[src/rtl/joybus_tx_pkg.sv]
// rtl/joybus_tx_pkg.sv - Joybus timing constants, FSM encoding and frame length helper.
package joybus_tx_pkg;

  localparam int BIT_CELL_US   = 4;
  localparam int BIT1_LOW_US   = 1;
  localparam int BIT0_LOW_US   = 3;
  localparam int MAX_LEN_BYTES = 4;

  localparam logic [2:0] ST_IDLE     = 3'd0;
  localparam logic [2:0] ST_GUARD    = 3'd1;
  localparam logic [2:0] ST_LOW      = 3'd2;
  localparam logic [2:0] ST_HIGH     = 3'd3;
  localparam logic [2:0] ST_STOP_LOW = 3'd4;
  localparam logic [2:0] ST_STOP_REL = 3'd5;

  function automatic logic [5:0] frame_bits(input logic [2:0] len);
    frame_bits = (len > 3'(MAX_LEN_BYTES)) ? 6'(MAX_LEN_BYTES * 8) : {len, 3'b000};
  endfunction

endpackage

[src/rtl/joybus_us_tick.sv]
// rtl/joybus_us_tick.sv - Restartable 1 us prescaler; restart aligns the tick grid to a phase start.
module joybus_us_tick #(
  parameter int CLKS_PER_US = 49
) (
  input  logic clk,
  input  logic nrst,
  input  logic restart,
  output logic us_tick
);

  localparam int            CW     = (CLKS_PER_US > 1) ? $clog2(CLKS_PER_US) : 1;
  localparam logic [CW-1:0] RELOAD = CW'(CLKS_PER_US - 1);

  logic [CW-1:0] cnt;

  assign us_tick = (cnt == '0);

  always_ff @(posedge clk or negedge nrst) begin
    if (!nrst) begin
      cnt <= '0;
    end else if (restart || us_tick) begin
      cnt <= RELOAD;
    end else begin
      cnt <= cnt - CW'(1);
    end
  end

endmodule

[src/rtl/register_sync.sv]
// rtl/register_sync.sv - Two-flop synchroniser with a configurable reset preset.
module register_sync #(
  parameter int                 WIDTH  = 1,
  parameter logic [WIDTH-1:0]   PRESET = '1
) (
  input  logic             clk,
  input  logic             nrst,
  input  logic [WIDTH-1:0] d,
  output logic [WIDTH-1:0] q
);

  logic [WIDTH-1:0] meta;

  always_ff @(posedge clk or negedge nrst) begin
    if (!nrst) begin
      meta <= PRESET;
      q    <= PRESET;
    end else begin
      meta <= d;
      q    <= meta;
    end
  end

endmodule

[src/rtl/joybus_tx.sv]
// rtl/joybus_tx.sv - Joybus open-drain transmitter: guard, LSB-first bit cells, stop bit, collision check.
module joybus_tx
  import joybus_tx_pkg::*;
#(
  parameter int CLKS_PER_US   = 49,
  parameter int IDLE_GUARD_US = 8,
  parameter int STOP_LOW_US   = 2,
  parameter int SETTLE_CLKS   = 8
) (
  input  logic        N64_CLK_i,
  input  logic        CTRL_nRST,
  input  logic        tx_valid_i,
  output logic        tx_ready_o,
  input  logic [2:0]  tx_len_i,
  input  logic [31:0] tx_data_i,
  input  logic        tx_abort_i,
  input  logic        CTRL_i,
  output logic        ctrl_oe_o,
  output logic        busy_o,
  output logic        done_o,
  output logic        err_o
);

  localparam int GW = $clog2(IDLE_GUARD_US + 1);
  localparam int SW = $clog2(SETTLE_CLKS + 1);

  logic [2:0]    state, nxt;
  logic [31:0]   data_sr;
  logic [5:0]    nbits, bit_cnt;
  logic [1:0]    phase, low_last;
  logic [GW-1:0] guard_cnt;
  logic [SW-1:0] settle_cnt;
  logic          line_s, us_tick, restart, done_n, err_n, collide, shift_en;

  register_sync #(.WIDTH(1), .PRESET(1'b1)) u_sync (
    .clk (N64_CLK_i),
    .nrst(CTRL_nRST),
    .d   (CTRL_i),
    .q   (line_s)
  );

  joybus_us_tick #(.CLKS_PER_US(CLKS_PER_US)) u_tick (
    .clk    (N64_CLK_i),
    .nrst   (CTRL_nRST),
    .restart(restart),
    .us_tick(us_tick)
  );

  assign low_last = data_sr[0] ? 2'(BIT1_LOW_US - 1) : 2'(BIT0_LOW_US - 1);
  assign collide  = (state == ST_HIGH) && (settle_cnt == SW'(SETTLE_CLKS)) && !line_s;
  assign shift_en = (state == ST_HIGH) && !collide && !tx_abort_i && us_tick &&
                    (phase == 2'(BIT_CELL_US - 1));

  always_comb begin
    nxt    = state;
    done_n = 1'b0;
    err_n  = 1'b0;
    case (state)
      ST_IDLE:     if (tx_valid_i) nxt = ST_GUARD;
      ST_GUARD:    if (line_s && us_tick && guard_cnt == GW'(IDLE_GUARD_US - 1))
                     nxt = (nbits == 6'd0) ? ST_STOP_LOW : ST_LOW;
      ST_LOW:      if (us_tick && phase == low_last) nxt = ST_HIGH;
      ST_HIGH: begin
        if (collide) begin
          nxt   = ST_IDLE;
          err_n = 1'b1;
        end else if (shift_en) begin
          nxt = (bit_cnt + 6'd1 == nbits) ? ST_STOP_LOW : ST_LOW;
        end
      end
      ST_STOP_LOW: if (us_tick && phase == 2'(STOP_LOW_US - 1)) nxt = ST_STOP_REL;
      ST_STOP_REL: begin
        if (settle_cnt == SW'(SETTLE_CLKS - 1)) begin
          nxt    = ST_IDLE;
          done_n = line_s;
          err_n  = !line_s;
        end
      end
      default:     nxt = ST_IDLE;
    endcase
    if (state != ST_IDLE && tx_abort_i) begin
      nxt    = ST_IDLE;
      done_n = 1'b0;
      err_n  = 1'b1;
    end
    // a low line during guard counts as re-entering the guard, so the 8 us restart exactly on release
    restart = (nxt != state) || (state == ST_GUARD && !line_s);
  end

  always_ff @(posedge N64_CLK_i or negedge CTRL_nRST) begin
    if (!CTRL_nRST) begin
      state      <= ST_IDLE;
      data_sr    <= '0;
      nbits      <= '0;
      bit_cnt    <= '0;
      phase      <= '0;
      guard_cnt  <= '0;
      settle_cnt <= '0;
      done_o     <= 1'b0;
      err_o      <= 1'b0;
    end else begin
      state  <= nxt;
      done_o <= done_n;
      err_o  <= err_n;
      if (state == ST_IDLE && tx_valid_i) begin
        data_sr <= tx_data_i;
        nbits   <= frame_bits(tx_len_i);
        bit_cnt <= '0;
      end else if (shift_en) begin
        data_sr <= data_sr >> 1;
        bit_cnt <= bit_cnt + 6'd1;
      end
      // phase runs across LOW->HIGH so it always counts us within the bit cell
      if (nxt == ST_IDLE)
        phase <= '0;
      else if (us_tick && (state == ST_LOW || state == ST_HIGH || state == ST_STOP_LOW))
        phase <= phase + 2'd1;
      if (state == ST_GUARD && line_s) begin
        if (us_tick) guard_cnt <= guard_cnt + GW'(1);
      end else begin
        guard_cnt <= '0;
      end
      if (nxt != state)
        settle_cnt <= '0;
      else if ((state == ST_HIGH || state == ST_STOP_REL) && settle_cnt != SW'(SETTLE_CLKS))
        settle_cnt <= settle_cnt + SW'(1);
    end
  end

  assign ctrl_oe_o  = (state == ST_LOW || state == ST_STOP_LOW) && !tx_abort_i;
  assign tx_ready_o = (state == ST_IDLE);
  assign busy_o     = (state != ST_IDLE);

endmodule
[config.mk]
export PLATFORM = sky130hd
export DESIGN_NAME = joybus_tx
export DESIGN_NICKNAME = d
export VERILOG_FILES = /design/src/rtl/joybus_tx_pkg.sv /design/src/rtl/joybus_us_tick.sv /design/src/rtl/register_sync.sv /design/src/rtl/joybus_tx.sv
export SDC_FILE = /design/constraint.sdc
export NUM_CORES = 1
export LEC_CHECK = 0
export ABC_CLOCK_PERIOD_IN_PS = 4200
export BUFFER_PORTS_ARGS = -buffer_cell sky130_fd_sc_hd__clkbuf_2
export CORE_AREA = 2 2 79 81
export DETAILED_ROUTE_END_ITERATION = 10
export DIE_AREA = 0 0 81 83
export PLACE_DENSITY = 0.77
export SYNTH_ARGS = -nofsm -noshare
export SYNTH_HDL_FRONTEND = slang
export SYNTH_SLANG_ARGS = --single-unit
[constraint.sdc]
create_clock -name N64_CLK_i -period 4.2 [get_ports N64_CLK_i]
set_input_delay 0.84 -clock N64_CLK_i [delete_from_list [all_inputs] [get_ports N64_CLK_i]]
set_output_delay 0.84 -clock N64_CLK_i [all_outputs]
set_load 0.02 [all_outputs]
* After elaboration in Yosys (flattened, before gate mapping)
Index checks and enable logic that the tools add are counted.
** Word-level totals
- Word-level logic and storage cells :: 98
- Input port bits :: 40
- Output and inout port bits :: 5
- Flip-flop bits (word level) :: 67
** Operators by class
- Reductions and logical operators :: 34
- Equality and inequality tests :: 15
- Magnitude comparators :: 1
- Mux-type cells :: 31
- $add $sub $neg :: 5
** Operators with widths (number)
- 32-bit 2-to-1 mux :: 2
- 3-bit 2-to-1 mux :: 10
- 6-bit 2-to-1 mux :: 4
- 3-bit case mux with 6 select lines :: 1
- 1-bit logical AND :: 17
- 4-bit 2-to-1 mux :: 4
- 6-bit zero test :: 2
- 4-bit by 1-bit adder with 4-bit output (second input constant) :: 2
- 4-bit by 3-bit equality test with 1-bit output (second input constant) :: 2
- 6-bit by 1-bit adder with 6-bit output (second input constant) :: 1
- 3-bit by 2-bit equality test with 1-bit output (second input constant) :: 2
- 3-bit equality test (second input constant) :: 2
- 6-bit equality test :: 1
- 3-bit zero test :: 2
- 1-bit logical OR :: 6
- 1-bit 2-to-1 mux :: 6
- 2-bit 2-to-1 mux :: 3
- 2-bit nonzero test :: 3
- 6-bit by 1-bit subtractor with 6-bit output (second input constant) :: 1
- 4-bit equality test (second input constant) :: 1
- 4-bit inequality test (second input constant) :: 1
- 3-bit by 1-bit equality test with 1-bit output (second input constant) :: 1
- 3-bit > comparator (second input constant) :: 1
- 1-bit zero test :: 3
- 8 further kinds :: 8

* Logic depth before layout (Yosys ltp)
- Depth in word-level cells :: 16
- Gate-level depth with buffers :: 11
- Depth with buffers taken out :: 9

* By module
Synthesis repeated with hierarchy kept, for this count alone.
** Second synthesis, totals
- Cell total of the unflattened synthesis :: 374
- Area total of the unflattened synthesis :: 3374.5 µm²
** Modules (own cells, without submodules)
- joybus_tx :: seq. area each 1401.3 µm², cells each 345, area an instance 3030.4 µm², times used 1
- joybus_us_tick :: seq. area each 150.1 µm², cells each 27, area an instance 291.5 µm², times used 1
- register_sync :: seq. area each 52.6 µm², cells each 2, area an instance 52.6 µm², times used 1

* Worst setup path after synthesis
Ideal clock, no wire load.
- Path kind :: register -> register
- Start point :: register u_tick.cnt[0]
- End point :: register u_tick.cnt[4]
- Data required time :: 4.061 ns
- Library setup time :: 0.139 ns
- Path buffers :: 2
- Arrival :: 2.508 ns
- Period minus slack after synthesis :: 2.647 ns
- Stages on the path, launching flop included :: 12
- Path slack :: 1.553 ns
- Cells stage by stage :: dfrtp_1 > inv_1 > ha_1 > or4b_1 > or2_1 > buf_6 > nor4_2 > a21o_2 > nand3_2 > o21a_1 > buf_6 > or4_1
** On the way
- Word-level cells in the longest chain between the ends :: 11
** Ends and longest elaborated chain
- start, declared :: line joybus_us_tick.sv:14 : logic [CW-1:0] cnt;
- start signal, assigned :: line joybus_us_tick.sv:24 : cnt <= cnt - CW'(1);
- 6-bit zero test :: line joybus_us_tick.sv:16 : assign us_tick = (cnt == '0);
- 1-bit logical AND (2 in series) :: line joybus_tx.sv:51 : assign shift_en = (state == ST_HIGH) && !collide && !tx_abort_i && us_tick &&
- 3-bit 2-to-1 mux :: line joybus_tx.sv:67 : end else if (shift_en) begin
- 3-bit 2-to-1 mux :: line joybus_tx.sv:64 : if (collide) begin
- 3-bit case mux with 6 select lines :: line joybus_tx.sv:58 : case (state)
- 3-bit 2-to-1 mux :: line joybus_tx.sv:81 : if (state != ST_IDLE && tx_abort_i) begin
- 3-bit inequality test :: line joybus_tx.sv:87 : restart = (nxt != state) || (state == ST_GUARD && !line_s);
- 1-bit logical OR :: line joybus_tx.sv:87
- 1-bit logical OR :: line joybus_us_tick.sv:21 : end else if (restart || us_tick) begin
- 6-bit 2-to-1 mux (*) :: line joybus_us_tick.sv:21
Every way passes the cells marked *; elsewhere a longest branch is shown, timed or not.
A chain may end at the register's enable or synchronous reset.

* Final worst setup path
- Start point :: register u_tick.cnt[0]
- End point :: register data_sr[17]
** On the way
- Word-level cells in the longest chain between the ends :: 4
** Ends and longest elaborated chain
- 6-bit zero test :: line joybus_us_tick.sv:16
- 1-bit logical AND (2 in series) :: line joybus_tx.sv:51
- 2-bit nonzero test (no source line)
- end signal, assigned :: line joybus_tx.sv:106 : data_sr <= tx_data_i;
- end signal, assigned :: line joybus_tx.sv:110 : data_sr <= data_sr >> 1;
- end, declared :: line joybus_tx.sv:28 : logic [31:0] data_sr;
No other way between the ends.

==> run summary <==
The share of the synthesized area in the top cell type was 48.31%; the die outline area was 6723 sq um. Post-CTS repair changed the size of 0 cells. The synthesized area per cell came out at 9.502 sq um.

After floorplanning, the core was sized to cover 5816 sq um. In this run the register-to-register setup slack is 1.37 ns. The largest single stage delay on the critical path is 0.45 ns. After the flow finishes, the layout carries non-filler instances totaling 459.

The tools report the sequential area share after synthesis as 49.94%. TritonCTS built the clock tree. The number of hold violations in the final report came out at 0.

The worst setup path is of the register to register kind. IR analysis of the VDD net gives a maximum drop of 0.3483 mV. Global routing used 21.04% of the available tracks across all layers. Setup repair after global routing left no endpoint under its margin. The flow ran to the end, and the final reports show no timing, DRC or antenna violations.

Required time of the critical path: 4.42 ns. The ratio of final minimum period to clock period works out to 67.35%. The repair_antennas step left the layout with diodes totalling 0.

Clock-pin slew was measured on the worst setup and hold paths at 0.06 ns. The die span in x is 81 um, and the estimated wirelength of the detail-placed design is 4414 um. After synthesis, the cell types taking the most area are sky130_fd_sc_hd__dfrtp_1 (48%), sky130_fd_sc_hd__nand2_1 (11%), sky130_fd_sc_hd__a22oi_1 (7.5%), sky130_fd_sc_hd__ha_1 (3.1%), sky130_fd_sc_hd__xnor2_1 (2.7%).

In this run the tightest slew margin relative to its limit is 39.85%. The count of vias placed by the detailed router was 2536; the count of buffers from port buffering was 44. The number of register bits inferred by synthesis was 64.

Worst min-delay path class: register to register. In this run the post-CTS setup repair buffer count came out at 0. Walking the worst path, the cells encountered are inv_1 -> ha_1 -> or4b_1 -> nor2_1 -> and4_1 -> buf_4 -> nor2_2 -> buf_4 -> nand2_1 -> nand2_1. Synthesis produced 338 cells. The shortest period the worst path allows was 2.829 ns. The tools report the element type at the critical path end as a register. For this run, design rule violations remaining after detail routing come to 0.

The first global-routing pass estimated 11050 um of wire. For the pin with the worst max-slew slack, the measured transition is 0.9023 ns. After detailed routing, the total wire length is 6381 um. The layout has 509 filler cells. The H-tree was split into 3 levels. The maximum fanout encountered on the critical timing path came out at 36. The fraction of layout instances using a drive strength above 1 was 18.49%. Prevailing post-synth register cell: sky130_fd_sc_hd__dfrtp_1. Compared with the post-synthesis result, the final layout area differs by 12.97%.

The count of buffering cells on the critical path with inverters included was 3; the vertical extent of the die was 83 um. The tree is rooted in a sky130_fd_sc_hd__clkbuf_8. The mean number of vias per cell was 5.525; the total area of multi-input combinational cells was 1463 sq um. Timing would allow up to 0.3535 GHz.

Summed over all cells, the static leakage comes to 1.757 nW. Counting every net in the synthesized netlist gives 386. Initial standard-cell utilization of the core: 55.23%. The wire length per cell was 13.90 um. Summed over all instances, the cell type with the most area after synthesis is sky130_fd_sc_hd__dfrtp_1. The total of warnings raised by yosys is 0.

The run gives 45 as the top-level I/O count. The tools report the final total negative setup slack as 0 ns. CTS saw 64 sinks. On the critical path, the stage with the largest delay is an instance of sky130_fd_sc_hd__or4b_1. Data on the critical path arrives at its endpoint at 3.05 ns. Once placement completed, the tool counted placed cells totaling 443.

The final hold slack is 0.3561 ns. The initial antenna violation count was 0. Max-cap violations in this run came to 0. In this run the remaining antenna-violating nets after routing total 0. The first TritonRoute pass finished after 4 iterations. The tools report the count of hold buffers inserted by post-cts repair as 0. For the number of DRC markers after the initial detailed-route iteration, the log shows 220. The final-stage net count was 427; the post-synth design cell area was 3212 sq um.

The tools report the number of pins with negative max-slew slack in the final report as 0. Broken down by cell family, the worst path's largest delay share belongs to simple AND/OR/NAND/NOR gates. Number of placement rows: 28. Setup violations remaining at the end of the flow were counted as 0.

The logs give 2469 for the number of global-route vias before repair and 2 for the maximum root-to-sink buffer count. Synthesis instantiated 52 different standard cells from the library. Number of flops mapped to enable cells by yosys: 0. The congestion estimate from routability-driven global placement came to 0.9052. Between clock sinks in the finished design, the worst skew comes to 0.009591 ns. TritonCTS created 9 clock buffers.

The type of origin of the critical path is a register. Power spread over the standard cell area amounts to 533.8 nW/um^2. Total power for the finished layout comes to 1.937 mW. Counting flops with an async set or reset pin after synthesis yields a share of 100.0%. Entering global routing, the biggest net connects 38 pins. For this run the aggregate overflow at the end of global routing stands at 0.

Clock latency on the worst-skew pair, taken at its later pin, is 0.34 ns. Across the whole layout, storage elements account for 1604 sq um.
## cell usage after synthesis (2+ instances only)
cell                       number
sky130_fd_sc_hd__nor3_1         8
sky130_fd_sc_hd__buf_4          2
sky130_fd_sc_hd__nand3_1        3
sky130_fd_sc_hd__xor2_1         7
sky130_fd_sc_hd__nor2b_1        3
sky130_fd_sc_hd__nor4_1         5
sky130_fd_sc_hd__a21oi_1        3
sky130_fd_sc_hd__clkbuf_1      10
sky130_fd_sc_hd__or3_1          2
sky130_fd_sc_hd__nor2_1        17
sky130_fd_sc_hd__and2_1         2
sky130_fd_sc_hd__nand2_1       94
sky130_fd_sc_hd__ha_1           8
sky130_fd_sc_hd__inv_1         11
sky130_fd_sc_hd__o21ai_0        7
sky130_fd_sc_hd__dfstp_2        2
sky130_fd_sc_hd__nand4_1        3
sky130_fd_sc_hd__dfrtp_1       62
sky130_fd_sc_hd__nor3b_1        4
sky130_fd_sc_hd__a22oi_1       32
sky130_fd_sc_hd__or4_1          2
sky130_fd_sc_hd__nand3b_1       3
sky130_fd_sc_hd__buf_6          4
sky130_fd_sc_hd__xnor2_1       10
sky130_fd_sc_hd__o21a_1         5
sky130_fd_sc_hd__a31oi_1        2
sky130_fd_sc_hd__and3_1         2
## through the flow
| step | area, sq um | setup slack [ns] | utilization, % |
|---|---|---|---|
| after floorplan | 3212 | 1.553 | - |
| final | 3628 | 1.371 | 62.39 |
| after CTS | 3628 | 1.382 | 62.39 |
| after global placement | 3452 | 1.429 | 59.36 |
| after global routing | 3628 | 1.154 | 62.39 |
| after detailed placement | 3452 | 1.423 | 59.36 |
## state kept, by name, summed over array words and instances, names as in the netlist
register     count
data_sr         32
bit_cnt          6
u_tick.cnt       6
guard_cnt        4
settle_cnt       4
nbits            3
state            3
phase            2
done_o           1
err_o            1
u_sync.meta      1
u_sync.q         1
## power by group
part	total, mW	internal, mW	switching, mW
registers	0.936	0.806	0.129
logic	0.530	0.220	0.310
clock network	0.471	0.245	0.227
total	1.94	1.27	0.666
## metal layers
| layer | vias up | GRT usage, % | wire length, um |
|---|---|---|---|
| met5 | - | 0 | 0 |
| met4 | 0 | 7.550 | 92 |
| met3 | 8 | 6.630 | 323 |
| met2 | 67 | 31.25 | 3000 |
| met1 | 1206 | 29.00 | 2964 |
| li1 | 1255 | - | - |
## area by class of cell
class | count | share of cell area (%)
sequential | 64 | 44.21
multi-input combinational | 245 | 40.31
timing repair buffer | 48 | 6.897
clock buffer | 13 | 4.379
tap | 75 | 2.586
inverter | 11 | 1.138
clock inverter | 3 | 0.4828
## worst paths after layout
kind                                    startpoint                       to  cells past startpoint
min reg2reg                  u_sync.meta$_DFF_PN1_       u_sync.q$_DFF_PN1_                      0
min in group asynchronous                CTRL_nRST  data_sr[19]$_DFFE_PN0P_                      1
min                          u_sync.meta$_DFF_PN1_       u_sync.q$_DFF_PN1_                      0
max reg2reg                u_tick.cnt[0]$_DFF_PN0_  data_sr[17]$_DFFE_PN0P_                     10
max                        u_tick.cnt[0]$_DFF_PN0_  data_sr[17]$_DFFE_PN0P_                     10
max in group asynchronous                CTRL_nRST          err_o$_DFF_PN0_                      2
## kinds of logic after synthesis
logic type	Yosys count	share of synthesized area, %
and+or+nand+nor	155	22.13
DFF	64	49.94
AOI/OAI and AO/OA	63	14.57
buffers and inverters	29	4.596
xor gates and xnor gates	18	5.337
adders and majority gates	8	3.117
muxes	1	0.3117
## placed cells by master (no fill, tap or decap), types with 8 or more instances in the layout
master and n:
sky130_fd_sc_hd__dfrtp_1 62, sky130_fd_sc_hd__clkbuf_2 44, sky130_fd_sc_hd__nor3_1 8, sky130_fd_sc_hd__nand2_1 94
sky130_fd_sc_hd__nor2_1 16, sky130_fd_sc_hd__ha_1 8, sky130_fd_sc_hd__a22oi_1 32, sky130_fd_sc_hd__clkbuf_8 11
sky130_fd_sc_hd__inv_1 11, sky130_fd_sc_hd__xnor2_1 10
No activity file was read; power rests on OpenSTA's default activity.
